## src/rtl/ahbl_master_monitor_pkg.sv

```systemverilog
// Shared definitions for the AHB-Lite master-side protocol monitor.
// Holds the HTRANS/HBURST encodings, the violation bit indices and the
// fixed burst-length lookup used by the burst tracker.
package ahbl_master_monitor_pkg;

  typedef enum logic [1:0] {
    TransIdle = 2'b00,
    TransBusy = 2'b01,
    TransNseq = 2'b10,
    TransSeq  = 2'b11
  } htrans_e;

  typedef enum logic [2:0] {
    BurstSingle = 3'b000,
    BurstIncr   = 3'b001,
    BurstWrap4  = 3'b010,
    BurstIncr4  = 3'b011,
    BurstWrap8  = 3'b100,
    BurstIncr8  = 3'b101,
    BurstWrap16 = 3'b110,
    BurstIncr16 = 3'b111
  } hburst_e;

  localparam int unsigned NumErr         = 8;
  localparam int unsigned ErrMisalign    = 0;
  localparam int unsigned ErrSize        = 1;
  localparam int unsigned ErrUnstable    = 2;
  localparam int unsigned ErrSeqOrphan   = 3;
  localparam int unsigned ErrSeqMismatch = 4;
  localparam int unsigned ErrWdata       = 5;
  localparam int unsigned ErrBurstLen    = 6;
  localparam int unsigned ErrHang        = 7;

  // Beats in a burst; 0 stands for the unbounded INCR burst.
  function automatic logic [4:0] burst_len(input logic [2:0] hburst);
    logic [4:0] len;
    unique case (hburst_e'(hburst))
      BurstSingle:              len = 5'd1;
      BurstIncr:                len = 5'd0;
      BurstWrap4, BurstIncr4:   len = 5'd4;
      BurstWrap8, BurstIncr8:   len = 5'd8;
      BurstWrap16, BurstIncr16: len = 5'd16;
      default:                  len = 5'd0;
    endcase
    return len;
  endfunction

  function automatic logic is_wrap(input logic [2:0] hburst);
    return (hburst != 3'b000) && !hburst[0];
  endfunction

endpackage

```

## src/rtl/ahbl_master_monitor_if.sv

```systemverilog
// AHB-Lite bus bundle between one master and its slave side.
// master : drives the address phase and write data, sees the response.
// slave  : drives the response and read data.
// monitor: passive tap, every signal is an input.
interface ahbl_master_monitor_if #(
  parameter int unsigned W_ADDR = 32,
  parameter int unsigned W_DATA = 32
);
  logic              hready;
  logic              hresp;
  logic              hexokay;
  logic [W_ADDR-1:0] haddr;
  logic              hwrite;
  logic [1:0]        htrans;
  logic [2:0]        hsize;
  logic [2:0]        hburst;
  logic [3:0]        hprot;
  logic              hmastlock;
  logic              hexcl;
  logic [W_DATA-1:0] hwdata;
  logic [W_DATA-1:0] hrdata;

  modport master (
    output haddr, hwrite, htrans, hsize, hburst, hprot, hmastlock, hexcl, hwdata,
    input  hready, hresp, hexokay, hrdata
  );

  modport slave (
    input  haddr, hwrite, htrans, hsize, hburst, hprot, hmastlock, hexcl, hwdata,
    output hready, hresp, hexokay, hrdata
  );

  modport monitor (
    input haddr, hwrite, htrans, hsize, hburst, hprot, hmastlock, hexcl, hwdata,
    input hready, hresp, hexokay, hrdata
  );
endinterface

```

## src/rtl/ahbl_master_monitor_burst_tracker.sv

```systemverilog
// Tracks the currently open AHB-Lite burst and checks SEQ/BUSY beats.
// Ports:
//   clk_i, rst_i                 clock, synchronous active-high reset
//   hready_i, hresp_i            bus response
//   htrans_i, haddr_i, hwrite_i,
//   hsize_i, hburst_i            current address phase
//   seq_orphan_o                 SEQ/BUSY with no open burst
//   seq_mismatch_o               SEQ address/controls disagree with the burst
//   burst_len_o                  fixed burst overrun or cut short
module ahbl_master_monitor_burst_tracker
  import ahbl_master_monitor_pkg::*;
#(
  parameter int unsigned W_ADDR = 32
) (
  input  logic              clk_i,
  input  logic              rst_i,
  input  logic              hready_i,
  input  logic              hresp_i,
  input  logic [1:0]        htrans_i,
  input  logic [W_ADDR-1:0] haddr_i,
  input  logic              hwrite_i,
  input  logic [2:0]        hsize_i,
  input  logic [2:0]        hburst_i,
  output logic              seq_orphan_o,
  output logic              seq_mismatch_o,
  output logic              burst_len_o
);

  logic              open_q, open_d;
  logic              fixed_q, fixed_d;
  logic              err_seen_q, err_seen_d;
  logic [4:0]        remaining_q, remaining_d;
  logic [2:0]        burst_q, burst_d;
  logic [2:0]        size_q, size_d;
  logic              write_q, write_d;
  logic [W_ADDR-1:0] prev_addr_q, prev_addr_d;

  logic              is_idle, is_busy, is_nseq, is_seq;
  logic [W_ADDR-1:0] step, incr_addr, wrap_mask, next_addr;
  logic [4:0]        new_len;

  assign is_idle = htrans_e'(htrans_i) == TransIdle;
  assign is_busy = htrans_e'(htrans_i) == TransBusy;
  assign is_nseq = htrans_e'(htrans_i) == TransNseq;
  assign is_seq  = htrans_e'(htrans_i) == TransSeq;

  // Next address uses the opening size; a changed hsize is flagged separately.
  assign step      = W_ADDR'(1) << size_q;
  assign incr_addr = prev_addr_q + step;
  assign wrap_mask = (W_ADDR'(burst_len(burst_q)) << size_q) - W_ADDR'(1);
  assign next_addr = is_wrap(burst_q) ? ((prev_addr_q & ~wrap_mask) | (incr_addr & wrap_mask))
                                      : incr_addr;
  assign new_len   = burst_len(hburst_i);

  assign seq_orphan_o   = (is_seq || is_busy) && !open_q;
  assign seq_mismatch_o = is_seq && open_q &&
                          ((haddr_i != next_addr) || (hwrite_i != write_q) ||
                           (hsize_i != size_q) || (hburst_i != burst_q));
  // An ERROR anywhere in the burst lets the master abandon it early.
  assign burst_len_o = (is_seq && open_q && fixed_q && (remaining_q == 5'd0)) ||
                       (hready_i && (is_nseq || is_idle) && open_q && fixed_q &&
                        (remaining_q != 5'd0) && !(err_seen_q || hresp_i));

  always_comb begin
    open_d      = open_q;
    fixed_d     = fixed_q;
    err_seen_d  = err_seen_q;
    remaining_d = remaining_q;
    burst_d     = burst_q;
    size_d      = size_q;
    write_d     = write_q;
    prev_addr_d = prev_addr_q;
    if (hresp_i && open_q) begin
      err_seen_d = 1'b1;
    end
    if (hready_i) begin
      if (is_nseq) begin
        open_d      = 1'b1;
        fixed_d     = hburst_e'(hburst_i) != BurstIncr;
        err_seen_d  = 1'b0;
        remaining_d = (new_len != 5'd0) ? new_len - 5'd1 : 5'd0;
        burst_d     = hburst_i;
        size_d      = hsize_i;
        write_d     = hwrite_i;
        prev_addr_d = haddr_i;
      end else if (is_seq && open_q) begin
        remaining_d = (remaining_q != 5'd0) ? remaining_q - 5'd1 : 5'd0;
        prev_addr_d = haddr_i;
      end else if (is_idle) begin
        open_d     = 1'b0;
        err_seen_d = 1'b0;
      end
    end
  end

  always_ff @(posedge clk_i) begin
    if (rst_i) begin
      open_q      <= 1'b0;
      fixed_q     <= 1'b0;
      err_seen_q  <= 1'b0;
      remaining_q <= '0;
      burst_q     <= '0;
      size_q      <= '0;
      write_q     <= 1'b0;
      prev_addr_q <= '0;
    end else begin
      open_q      <= open_d;
      fixed_q     <= fixed_d;
      err_seen_q  <= err_seen_d;
      remaining_q <= remaining_d;
      burst_q     <= burst_d;
      size_q      <= size_d;
      write_q     <= write_d;
      prev_addr_q <= prev_addr_d;
    end
  end

endmodule

```

## src/rtl/ahbl_master_monitor.sv

```systemverilog
// Passive AHB-Lite master-side protocol monitor.
// Ports:
//   clk, rst    clock, synchronous active-high reset
//   bus         monitor tap of the master's AHB-Lite port
//   err_clr     clears sticky flags and first-fault capture
//   err_pulse   violations seen in the previous cycle
//   err_sticky  OR of all pulses since reset / err_clr
//   err_first   pulse vector of the first violating cycle
//   err_addr    haddr of the first violating cycle
module ahbl_master_monitor
  import ahbl_master_monitor_pkg::*;
#(
  parameter int unsigned W_ADDR   = 32,
  parameter int unsigned W_DATA   = 32,
  parameter int unsigned MAX_WAIT = 0
) (
  input  logic                  clk,
  input  logic                  rst,
  ahbl_master_monitor_if.monitor bus,
  input  logic                  err_clr,
  output logic [NumErr-1:0]     err_pulse,
  output logic [NumErr-1:0]     err_sticky,
  output logic [NumErr-1:0]     err_first,
  output logic [W_ADDR-1:0]     err_addr
);

  localparam int unsigned     WaitW    = (MAX_WAIT > 0) ? $clog2(MAX_WAIT + 1) : 1;
  localparam logic [WaitW-1:0] MaxWaitC = WaitW'(MAX_WAIT);
  localparam logic [2:0]      MaxSize  = 3'($clog2(W_DATA / 8));
  localparam int unsigned     CtlW     = 15;

  logic [CtlW-1:0]   ctl, prev_ctl_q;
  logic [W_ADDR-1:0] prev_haddr_q;
  logic              prev_stall_q, prev_errfirst_q;
  logic              dphase_q, dwrite_q, wstall_q;
  logic [W_DATA-1:0] hwdata_q;
  logic [WaitW-1:0]  wait_q, wait_d;
  logic [NumErr-1:0] pulse_q, sticky_q, sticky_d, first_q, first_d;
  logic [W_ADDR-1:0] addr_q, addr_d;
  logic [NumErr-1:0] viol;
  logic [W_ADDR-1:0] size_mask;
  logic              active, stall, hang;
  logic              seq_orphan, seq_mismatch, burst_len_err;
  logic              unused_resp;

  assign unused_resp = ^{bus.hexokay, bus.hrdata};

  assign active    = (htrans_e'(bus.htrans) == TransNseq) || (htrans_e'(bus.htrans) == TransSeq);
  assign ctl       = {bus.htrans, bus.hwrite, bus.hsize, bus.hburst, bus.hprot, bus.hmastlock,
                      bus.hexcl};
  assign size_mask = (W_ADDR'(1) << bus.hsize) - W_ADDR'(1);

  ahbl_master_monitor_burst_tracker #(
    .W_ADDR(W_ADDR)
  ) u_tracker (
    .clk_i         (clk),
    .rst_i         (rst),
    .hready_i      (bus.hready),
    .hresp_i       (bus.hresp),
    .htrans_i      (bus.htrans),
    .haddr_i       (bus.haddr),
    .hwrite_i      (bus.hwrite),
    .hsize_i       (bus.hsize),
    .hburst_i      (bus.hburst),
    .seq_orphan_o  (seq_orphan),
    .seq_mismatch_o(seq_mismatch),
    .burst_len_o   (burst_len_err)
  );

  // Wait counter: runs only while a data phase is stalled, saturates at MAX_WAIT.
  assign stall = dphase_q && !bus.hready;
  assign hang  = (MAX_WAIT != 0) && stall && (wait_q == MaxWaitC - WaitW'(1));

  always_comb begin
    wait_d = wait_q;
    if (!stall) begin
      wait_d = '0;
    end else if (wait_q < MaxWaitC) begin
      wait_d = wait_q + WaitW'(1);
    end
  end

  always_comb begin
    viol                 = '0;
    viol[ErrMisalign]    = active && ((bus.haddr & size_mask) != '0);
    viol[ErrSize]        = active && (bus.hsize > MaxSize);
    // The cycle after the first ERROR cycle may legally drop the pending transfer.
    viol[ErrUnstable]    = prev_stall_q && !prev_errfirst_q &&
                           ((ctl != prev_ctl_q) || (bus.haddr != prev_haddr_q));
    viol[ErrSeqOrphan]   = seq_orphan;
    viol[ErrSeqMismatch] = seq_mismatch;
    viol[ErrWdata]       = wstall_q && (bus.hwdata != hwdata_q);
    viol[ErrBurstLen]    = burst_len_err;
    viol[ErrHang]        = hang;
  end

  // A violation in the same cycle as err_clr survives it and re-arms first-fault.
  always_comb begin
    sticky_d = (err_clr ? '0 : sticky_q) | viol;
    first_d  = first_q;
    addr_d   = addr_q;
    if ((viol != '0) && ((sticky_q == '0) || err_clr)) begin
      first_d = viol;
      addr_d  = bus.haddr;
    end else if (err_clr) begin
      first_d = '0;
      addr_d  = '0;
    end
  end

  always_ff @(posedge clk) begin
    if (rst) begin
      prev_ctl_q      <= '0;
      prev_haddr_q    <= '0;
      prev_stall_q    <= 1'b0;
      prev_errfirst_q <= 1'b0;
      dphase_q        <= 1'b0;
      dwrite_q        <= 1'b0;
      wstall_q        <= 1'b0;
      hwdata_q        <= '0;
      wait_q          <= '0;
      pulse_q         <= '0;
      sticky_q        <= '0;
      first_q         <= '0;
      addr_q          <= '0;
    end else begin
      prev_ctl_q      <= ctl;
      prev_haddr_q    <= bus.haddr;
      prev_stall_q    <= active && !bus.hready;
      prev_errfirst_q <= bus.hresp && !bus.hready;
      if (bus.hready) begin
        dphase_q <= active;
        dwrite_q <= active && bus.hwrite;
      end
      wstall_q        <= dphase_q && dwrite_q && !bus.hready;
      hwdata_q        <= bus.hwdata;
      wait_q          <= wait_d;
      pulse_q         <= viol;
      sticky_q        <= sticky_d;
      first_q         <= first_d;
      addr_q          <= addr_d;
    end
  end

  assign err_pulse  = pulse_q;
  assign err_sticky = sticky_q;
  assign err_first  = first_q;
  assign err_addr   = addr_q;

endmodule

```

## src/flat_wrapper.sv

```systemverilog
// flat-port wrapper written by rule: the top's interface ports become plain ports
module ahbl_master_monitor_flat import ahbl_master_monitor_pkg::*;
#(
  parameter int unsigned W_ADDR   = 32,
  parameter int unsigned W_DATA   = 32,
  parameter int unsigned MAX_WAIT = 0
)
  (clk, rst, err_clr, err_pulse, err_sticky, err_first, err_addr, bus_haddr, bus_hwrite, bus_htrans, bus_hsize, bus_hburst, bus_hprot, bus_hmastlock, bus_hexcl, bus_hwdata, bus_hready, bus_hresp, bus_hexokay, bus_hrdata);
  ahbl_master_monitor_if #(.W_ADDR(W_ADDR), .W_DATA(W_DATA)) bus_i ();
  input  logic clk;
  input  logic rst;
  input  logic err_clr;
  output logic [NumErr-1:0] err_pulse;
  output logic [NumErr-1:0] err_sticky;
  output logic [NumErr-1:0] err_first;
  output logic [W_ADDR-1:0] err_addr;
  input wire logic [$bits(bus_i.haddr)-1:0] bus_haddr;
  input wire logic [$bits(bus_i.hwrite)-1:0] bus_hwrite;
  input wire logic [$bits(bus_i.htrans)-1:0] bus_htrans;
  input wire logic [$bits(bus_i.hsize)-1:0] bus_hsize;
  input wire logic [$bits(bus_i.hburst)-1:0] bus_hburst;
  input wire logic [$bits(bus_i.hprot)-1:0] bus_hprot;
  input wire logic [$bits(bus_i.hmastlock)-1:0] bus_hmastlock;
  input wire logic [$bits(bus_i.hexcl)-1:0] bus_hexcl;
  input wire logic [$bits(bus_i.hwdata)-1:0] bus_hwdata;
  input wire logic [$bits(bus_i.hready)-1:0] bus_hready;
  input wire logic [$bits(bus_i.hresp)-1:0] bus_hresp;
  input wire logic [$bits(bus_i.hexokay)-1:0] bus_hexokay;
  input wire logic [$bits(bus_i.hrdata)-1:0] bus_hrdata;
  assign bus_i.haddr = bus_haddr;
  assign bus_i.hwrite = bus_hwrite;
  assign bus_i.htrans = bus_htrans;
  assign bus_i.hsize = bus_hsize;
  assign bus_i.hburst = bus_hburst;
  assign bus_i.hprot = bus_hprot;
  assign bus_i.hmastlock = bus_hmastlock;
  assign bus_i.hexcl = bus_hexcl;
  assign bus_i.hwdata = bus_hwdata;
  assign bus_i.hready = bus_hready;
  assign bus_i.hresp = bus_hresp;
  assign bus_i.hexokay = bus_hexokay;
  assign bus_i.hrdata = bus_hrdata;
  ahbl_master_monitor #(.W_ADDR(W_ADDR), .W_DATA(W_DATA), .MAX_WAIT(MAX_WAIT)) u_core (.clk(clk), .rst(rst), .bus(bus_i), .err_clr(err_clr), .err_pulse(err_pulse), .err_sticky(err_sticky), .err_first(err_first), .err_addr(err_addr));
endmodule
```

## config.mk

```make
export PLATFORM = sky130hd
export DESIGN_NAME = ahbl_master_monitor_flat
export DESIGN_NICKNAME = d
export VERILOG_FILES = /design/src/rtl/ahbl_master_monitor_pkg.sv /design/src/rtl/ahbl_master_monitor_if.sv /design/src/rtl/ahbl_master_monitor_burst_tracker.sv /design/src/rtl/ahbl_master_monitor.sv /design/src/flat_wrapper.sv
export SDC_FILE = /design/constraint.sdc
export NUM_CORES = 1
export LEC_CHECK = 0
export CAP_MARGIN = 5
export CORE_MARGIN = 2
export CORE_UTILIZATION = 55
export CTS_CLUSTER_SIZE = 25
export DETAILED_ROUTE_END_ITERATION = 10
export GPL_ROUTABILITY_DRIVEN = 0
export PLACE_DENSITY_LB_ADDON = 0.1
export SKIP_LAST_GASP = 1
export SLEW_MARGIN = 15
export SYNTH_ARGS = -nofsm -noshare
export SYNTH_HDL_FRONTEND = slang
export SYNTH_HIERARCHICAL = 1
export SYNTH_SLANG_ARGS = --single-unit
```

## constraint.sdc

```tcl
create_clock -name clk -period 10.3 [get_ports clk]
set_clock_uncertainty 0.05 [all_clocks]
set_input_delay 1.545 -clock clk [delete_from_list [all_inputs] [get_ports clk]]
set_output_delay 1.545 -clock clk [all_outputs]
set_load 0.05 [all_outputs]
```

# Yosys cells after proc, flatten, opt, wreduce, memory -nomap -nowiden
# Memory sizes are Yosys's and may differ from the RTL's. A register that Yosys moved wholly into a read port is not among the register bits.
# Cells that the tools add are included.
word_totals:
  romBits: 64
  memories: 2
  ff_bits: 186
  inputBits: 117
  wordCells: 124
classes:
  bitwise_logic: 6
  n_eq_ne: 12
  magnitude_cmp: 1
  n_addsub: 5
  n_reduce_logical: 52
  shifts: 3
  n_mux: 22
memory_table:
  columns: ["name", "depth", "width", "read_ports", "rd_ports_with_merged_regs", "wr", "line_no", "rtl"]
  rows:
  - ["(name not given)", 8, 4, 1, 0, 0, "ahbl_master_monitor_pkg.sv:37", "unique case (hburst_e'(hburst))"]
  - ["(name not given)", 8, 4, 1, 1, 0, "ahbl_master_monitor_pkg.sv:37", null]
ops:
  columns: ["op", "count"]
  rows:
  - ["32-bit two-way mux", 5]
  - ["32-bit AND", 3]
  - ["32-bit inequality test", 3]
  - ["1-bit by 3-bit << shifter with 32-bit output, first input constant", 2]
  - ["32-bit adder", 1]
  - ["32-bit inverter", 1]
  - ["32-bit bitwise OR", 1]
  - ["32-bit nonzero test", 1]
  - ["5-bit by 3-bit << shifter with 32-bit output", 1]
  - ["32-bit by 1-bit subtractor with 32-bit output, second input constant", 1]
  - ["32-bit by 2-bit subtractor with 32-bit output, second input constant", 1]
  - ["1-bit logical AND", 23]
  - ["5-bit two-way mux", 4]
  - ["15-bit inequality test", 1]
  - ["7-bit two-way mux", 2]
  - ["1-bit logical OR", 10]
  - ["5-bit nonzero test", 2]
  - ["5-bit by 1-bit subtractor with 5-bit output, second input constant", 2]
  - ["8-bit logical NOT", 1]
  - ["1-bit two-way mux", 8]
  - ["8-bit two-way mux", 1]
  - ["8-bit by 7-bit bitwise OR with 8-bit output", 1]
  - ["8-bit nonzero test", 1]
  - ["3-bit two-way mux", 2]
  - ["other kinds (14)", 23]

# Depth between registers and ports, before layout
depth:
  ltp_word: 14
  mapped_depth: 21

# Modules after synthesis
# Netlist, hierarchy kept.
modules_own_cells:
  columns: ["module", "area_per_inst_um2", "instances", "cells_per_inst"]
  rows:
  - ["ahbl_master_monitor", 5297.6, 1, 484]
  - ["ahbl_master_monitor_burst_tracker", 4245.3, 1, 578]

# Least setup slack after synthesis
# No wires, ideal clock.
synth_timing:
  kind: "reg2reg"
  startpoint: "register u_core.u_tracker.size_q[0]"
  endpoint: "register u_core.addr_q[17] (netlist: u_core/err_addr[17])"
  stages_incl_launch_ff: 21
  synth_period_minus_slack_ns: 4.296
  arrival_time_ns: 4.125
  path_slack_ns: 6.004
  n_path_buf: 5
  required_ns: 10.129
  setup_ns: 0.121
  cell_sequence: "dfxtp_1 -> buf_2 -> clkbuf_1 -> buf_1 -> and3_1 -> ha_1 -> and4_1 -> nand2_1 -> a21o_1 -> a21oi_1 -> nand4_1 -> xnor2_1 -> nand4_1 -> nor4_1 -> a21oi_1 -> nor4_1 -> a21o_1 -> a31o_4 -> buf_8 -> buf_12 -> mux2_4"
synth_via:
  elab_chain_cells: 14
synth_lines:
  columns: ["element", "line_no", "rtl"]
  rows:
  - ["from (decl)", "ahbl_master_monitor_burst_tracker.sv:34", "logic [2:0] size_q, size_d;"]
  - ["from (signal assigned)", "ahbl_master_monitor_burst_tracker.sv:112", "size_q <= size_d;"]
  - ["5-bit by 3-bit << shifter with 32-bit output", "ahbl_master_monitor_burst_tracker.sv:50", "assign wrap_mask = (W_ADDR'(burst_len(burst_q)) << size_q) - W_ADDR'(1);"]
  - ["32-bit by 1-bit subtractor with 32-bit output", "ahbl_master_monitor_burst_tracker.sv:50", null]
  - ["32-bit inverter", "ahbl_master_monitor_burst_tracker.sv:51", "assign next_addr = is_wrap(burst_q) ? ((prev_addr_q & ~wrap_mask) | (incr_addr & wrap_mask))"]
  - ["32-bit AND", "ahbl_master_monitor_burst_tracker.sv:51", null]
  - ["32-bit bitwise OR", "ahbl_master_monitor_burst_tracker.sv:51", null]
  - ["32-bit two-way mux", "ahbl_master_monitor_burst_tracker.sv:51", null]
  - ["32-bit inequality test", "ahbl_master_monitor_burst_tracker.sv:57", "((haddr_i != next_addr) || (hwrite_i != write_q) ||"]
  - ["1-bit logical OR", "ahbl_master_monitor_burst_tracker.sv:57", null]
  - ["1-bit logical OR *", "ahbl_master_monitor_burst_tracker.sv:57", null]
  - ["1-bit logical OR *", "ahbl_master_monitor_burst_tracker.sv:58", "(hsize_i != size_q) || (hburst_i != burst_q));"]
  - ["1-bit logical AND *", "ahbl_master_monitor_burst_tracker.sv:56", "assign seq_mismatch_o = is_seq && open_q &&"]
  - ["via u_core.seq_mismatch", "ahbl_master_monitor.sv:43", "logic seq_orphan, seq_mismatch, burst_len_err;"]
  - ["8-bit nonzero test *", "ahbl_master_monitor.sv:102", "if ((viol != '0) && ((sticky_q == '0) || err_clr)) begin"]
  - ["1-bit logical AND *", "ahbl_master_monitor.sv:102", null]
  - ["32-bit two-way mux or 2-bit nonzero test (tied branches)", null, null]
  - ["to (signal assigned)", "ahbl_master_monitor.sv:141", "addr_q <= addr_d;"]
  - ["to (decl)", "ahbl_master_monitor.sv:39", "logic [W_ADDR-1:0] addr_q, addr_d;"]
# Mark *: on every way through the listed nets, which the timed path passes. The rest lies on a longest branch.
# A chain may end at the register's enable or synchronous reset.

# Final worst setup path
layout_timing:
  startpoint: "register u_core.u_tracker.size_q[2]"
  endpoint: "register u_core.addr_q[10] (netlist: u_core/err_addr[10])"
# Same word-level chain as after synthesis.

==> impl_metrics.tcl <==
set metrics [dict create \
    cts_buffer_depth 2 \
    cts-buffers-inserted 17 \
    cts_tree "yes" \
    grt_antenna_before_repair 0 \
    numPortBuffers 136 \
    viasPerCell 5.59 \
    die-area_sq_mm 0.0184 \
    cts.root.buffer_cell "clkbuf_16" \
    path_max_fanout 39 \
    drc 0 \
    worst_pin_slew_ns 0.951 \
    ioPinCount 173 \
    critPathKind "flip-flop to flip-flop" \
    multiInputGateArea_sq_mm 0.00546 \
    max_freq_ghz 0.175 \
    cts_hold_buf 0 \
    met1_usage_pct 36.4 \
    min_path_type "flip-flop to flip-flop" \
    post-route-util_pct 67.8 \
    grt_pass1_wl_microns 39300 \
    period_share_pct 55.5 \
    layout-drive-gt1-share_pct 7.64 \
    path_cells "inv_1 -> and3_1 -> ha_1 -> nand3_1 -> and2_1 -> a21o_1 -> a21oi_1 -> nand4_1 -> xnor2_1 -> nand4_1 -> nor4_1 -> a21oi_1 -> nor4_1 -> a21o_1 -> a31o_4 -> mux2_2" \
    cp_slowest_stage_delay_ns 0.88 \
    clock_latency_ns 0.43 \
    initial_utilization_pct 55.8 \
    leakagePower_nw 4.59 \
    grt-ovfl-total 0 \
    wl_per_cell_microns 17.4 \
    h-tree-depth 4 \
    synth_ff_type "dfxtp_1" \
    status "finished, final reports clean" \
    end_kind "flip-flop" \
    startpoint_type "flip-flop" \
    irDropWorstVdd_mv 0.165 \
    grt_max_degree 76 \
    grtUsageMet2_pct 43.8 \
    synth_area_sq_mm 0.00954 \
    synth_edf_count 0 \
    wl_microns 24600 \
    async_flop_share_pct 0 \
    cts.sink_count 188 \
    yosysSeqAreaShare_pct 39.4 \
    ant_nets 0 \
    yosysWarningCount 6 \
    route.vias.total 7914 \
    crit_slowest_cell "dfxtp_1" \
    finalNetCount 1313 \
    place_hpwl_microns 17500 \
    layout_min_cycle_time_ns 5.71 \
    synthCells 1062 \
    grt_pass1_vias 7641 \
    path_clk_slew_ns 0.07 \
    die-height_microns 136 \
    arrival_ns 5.98 \
    tns_ns 0 \
    cts_resized 0 \
    drt_iter0_markers 534 \
    power_density_mw_per_mm2 152 \
    fp.dieW_microns 136 \
    met3_usage_pct 7.30 \
    core_sq_mm 0.0171 \
    antennaDiodeCount 0 \
    hold_viol 0 \
    crit_required_ns 10.57 \
    final.fill_count 1438 \
    maxCapViolCount 0 \
    row_count 48 \
    grt_most_used_layer "met2" \
    cts_setup_buffers 0 \
    regArea_sq_mm 0.00376 \
    ys_ff_latch 188 \
    avgSynthCellArea_sq_um 8.99 \
    syn_to_final_growth_pct 21.7 \
    maxSlewHeadroom_pct 36.2 \
    drv_slew 0 \
    grt.total_usage_pct 27.2 \
    first_pass_iters 5 \
    synth_cell_types 77 \
    finalSetupViolations 0 \
    rsz0062_at_grt "false" \
]
[cells by family (layout without fill, tap and decap cells)]
family,count (synthesis),in the layout,synth area share [%]
muxes,54,54,6.57
xor gates and xnor gates,133,133,12.2
adders and majority gates,18,18,2.44
and+or+nand+nor,433,433,24.2
buffers and inverters,73,200,3.45
DFF,188,188,39.4
other,1,3,0.0393
AOI/OAI and AO/OA,162,162,11.7
[per-layer routing]
metal  wire, microns  part of all wire, %
met2           11300                   46
met4             259                  1.1
met5               0                    0
met3            1680                  6.8
met1           11400                   46
[worst paths after layout]
path                                                  from                    to  slack (ns)  depth (start not counted)
worst max-delay path            u_core/u_tracker/size_q[2]   u_core/err_addr[10]        4.59                         16
worst min-delay path                  u_core/err_sticky[1]  u_core/err_sticky[1]        0.42                          2
worst max register to register  u_core/u_tracker/size_q[2]   u_core/err_addr[10]        4.59                         16
worst min register to register        u_core/err_sticky[1]  u_core/err_sticky[1]        0.42                          2
[stage by stage]
step                      cells  setup WS (ns)  instance area, sq um  hold WS [ns]  total power, mW
final                      1416           4.59                 11600         0.420             1.76
after global routing       1416           4.06                 11600         0.450             1.83
after global placement     1384           4.56                 11000         0.395             1.10
after detailed placement   1384           4.57                 11000         0.407             1.10
after CTS                  1416           4.66                 11600         0.419             1.77
after floorplan            1064           6.00                  9550         0.394            0.994
[flip-flops by register name (all words and copies together), names as in the netlist, 3 cells and up, named ones only]
signal and flops:
u_core/err_addr 32, u_core/err_first 7, u_core/err_pulse 7, u_core/err_sticky 7, u_core/hwdata_q 32, u_core/prev_ctl_q 15, u_core/prev_haddr_q 32, u_core/u_tracker/burst_q 3
u_core/u_tracker/prev_addr_q 32, u_core/u_tracker/remaining_q 5, u_core/u_tracker/size_q 3
[area by class of cell]
cell class | instances | share of cell area, %
clock inverters | 13 | 1.31
well taps | 225 | 2.42
inverters | 26 | 0.840
clock buffers | 19 | 3.90
multi-input cells | 803 | 47.0
flip-flops and latches | 188 | 32.4
repair buffers | 142 | 12.1
[report_power, final]
group	total [mW]	internal (mW)	switching (mW)	leakage (nW)
logic	0.301	0.127	0.174	2.74
clock network	0.674	0.359	0.316	0.296
registers	0.788	0.764	0.0237	1.55
[critical path, delay by kind of cell, from the launching register on]
kind	cells	cell delay, ns
AOI/OAI and AO/OA	5	1.68
xor gates and xnor gates	1	0.25
adders and majority gates	1	0.36
buffers and inverters	1	0.39
DFF	1	0.88
muxes	1	0.42
and+or+nand+nor	7	1.52
[cells in the mapped netlist (all sizes together), types with 7 or more instances]
| cell | number | area (sq um) |
|---|---|---|
| buf | 15 | 111 |
| inv | 26 | 97.6 |
| nand3 | 20 | 100 |
| nor4 | 31 | 200 |
| o21ai | 19 | 98.9 |
| mux2i | 18 | 184 |
| and3 | 8 | 50.1 |
| nor3 | 22 | 110 |
| nor2 | 44 | 165 |
| nor2b | 88 | 551 |
| xnor2 | 36 | 315 |
| and2 | 41 | 257 |
| nand2b | 11 | 68.8 |
| a211oi | 7 | 52.6 |
| xor2 | 97 | 850 |
| clkbuf | 32 | 120 |
| ha | 17 | 213 |
| nand4 | 19 | 119 |
| nand2 | 118 | 445 |
| mux2 | 36 | 443 |
| a21oi | 65 | 325 |
| dfxtp | 188 | 3760 |
[placed cells by master (no fill, tap or decap), types with 18 or more instances in the layout]
master and count:
a21oi_1 65, and2_1 41, clkdlybuf4s50_1 135, dfxtp_1 188, inv_1 26, mux2_2 26
nand2_1 117, nand3_1 20, nand4_1 19, nor2_1 43, nor2b_1 88, nor3_1 22
nor4_1 30, o21ai_0 18, xnor2_1 36, xor2_1 97
No activity file was read; power rests on OpenSTA's default activity.
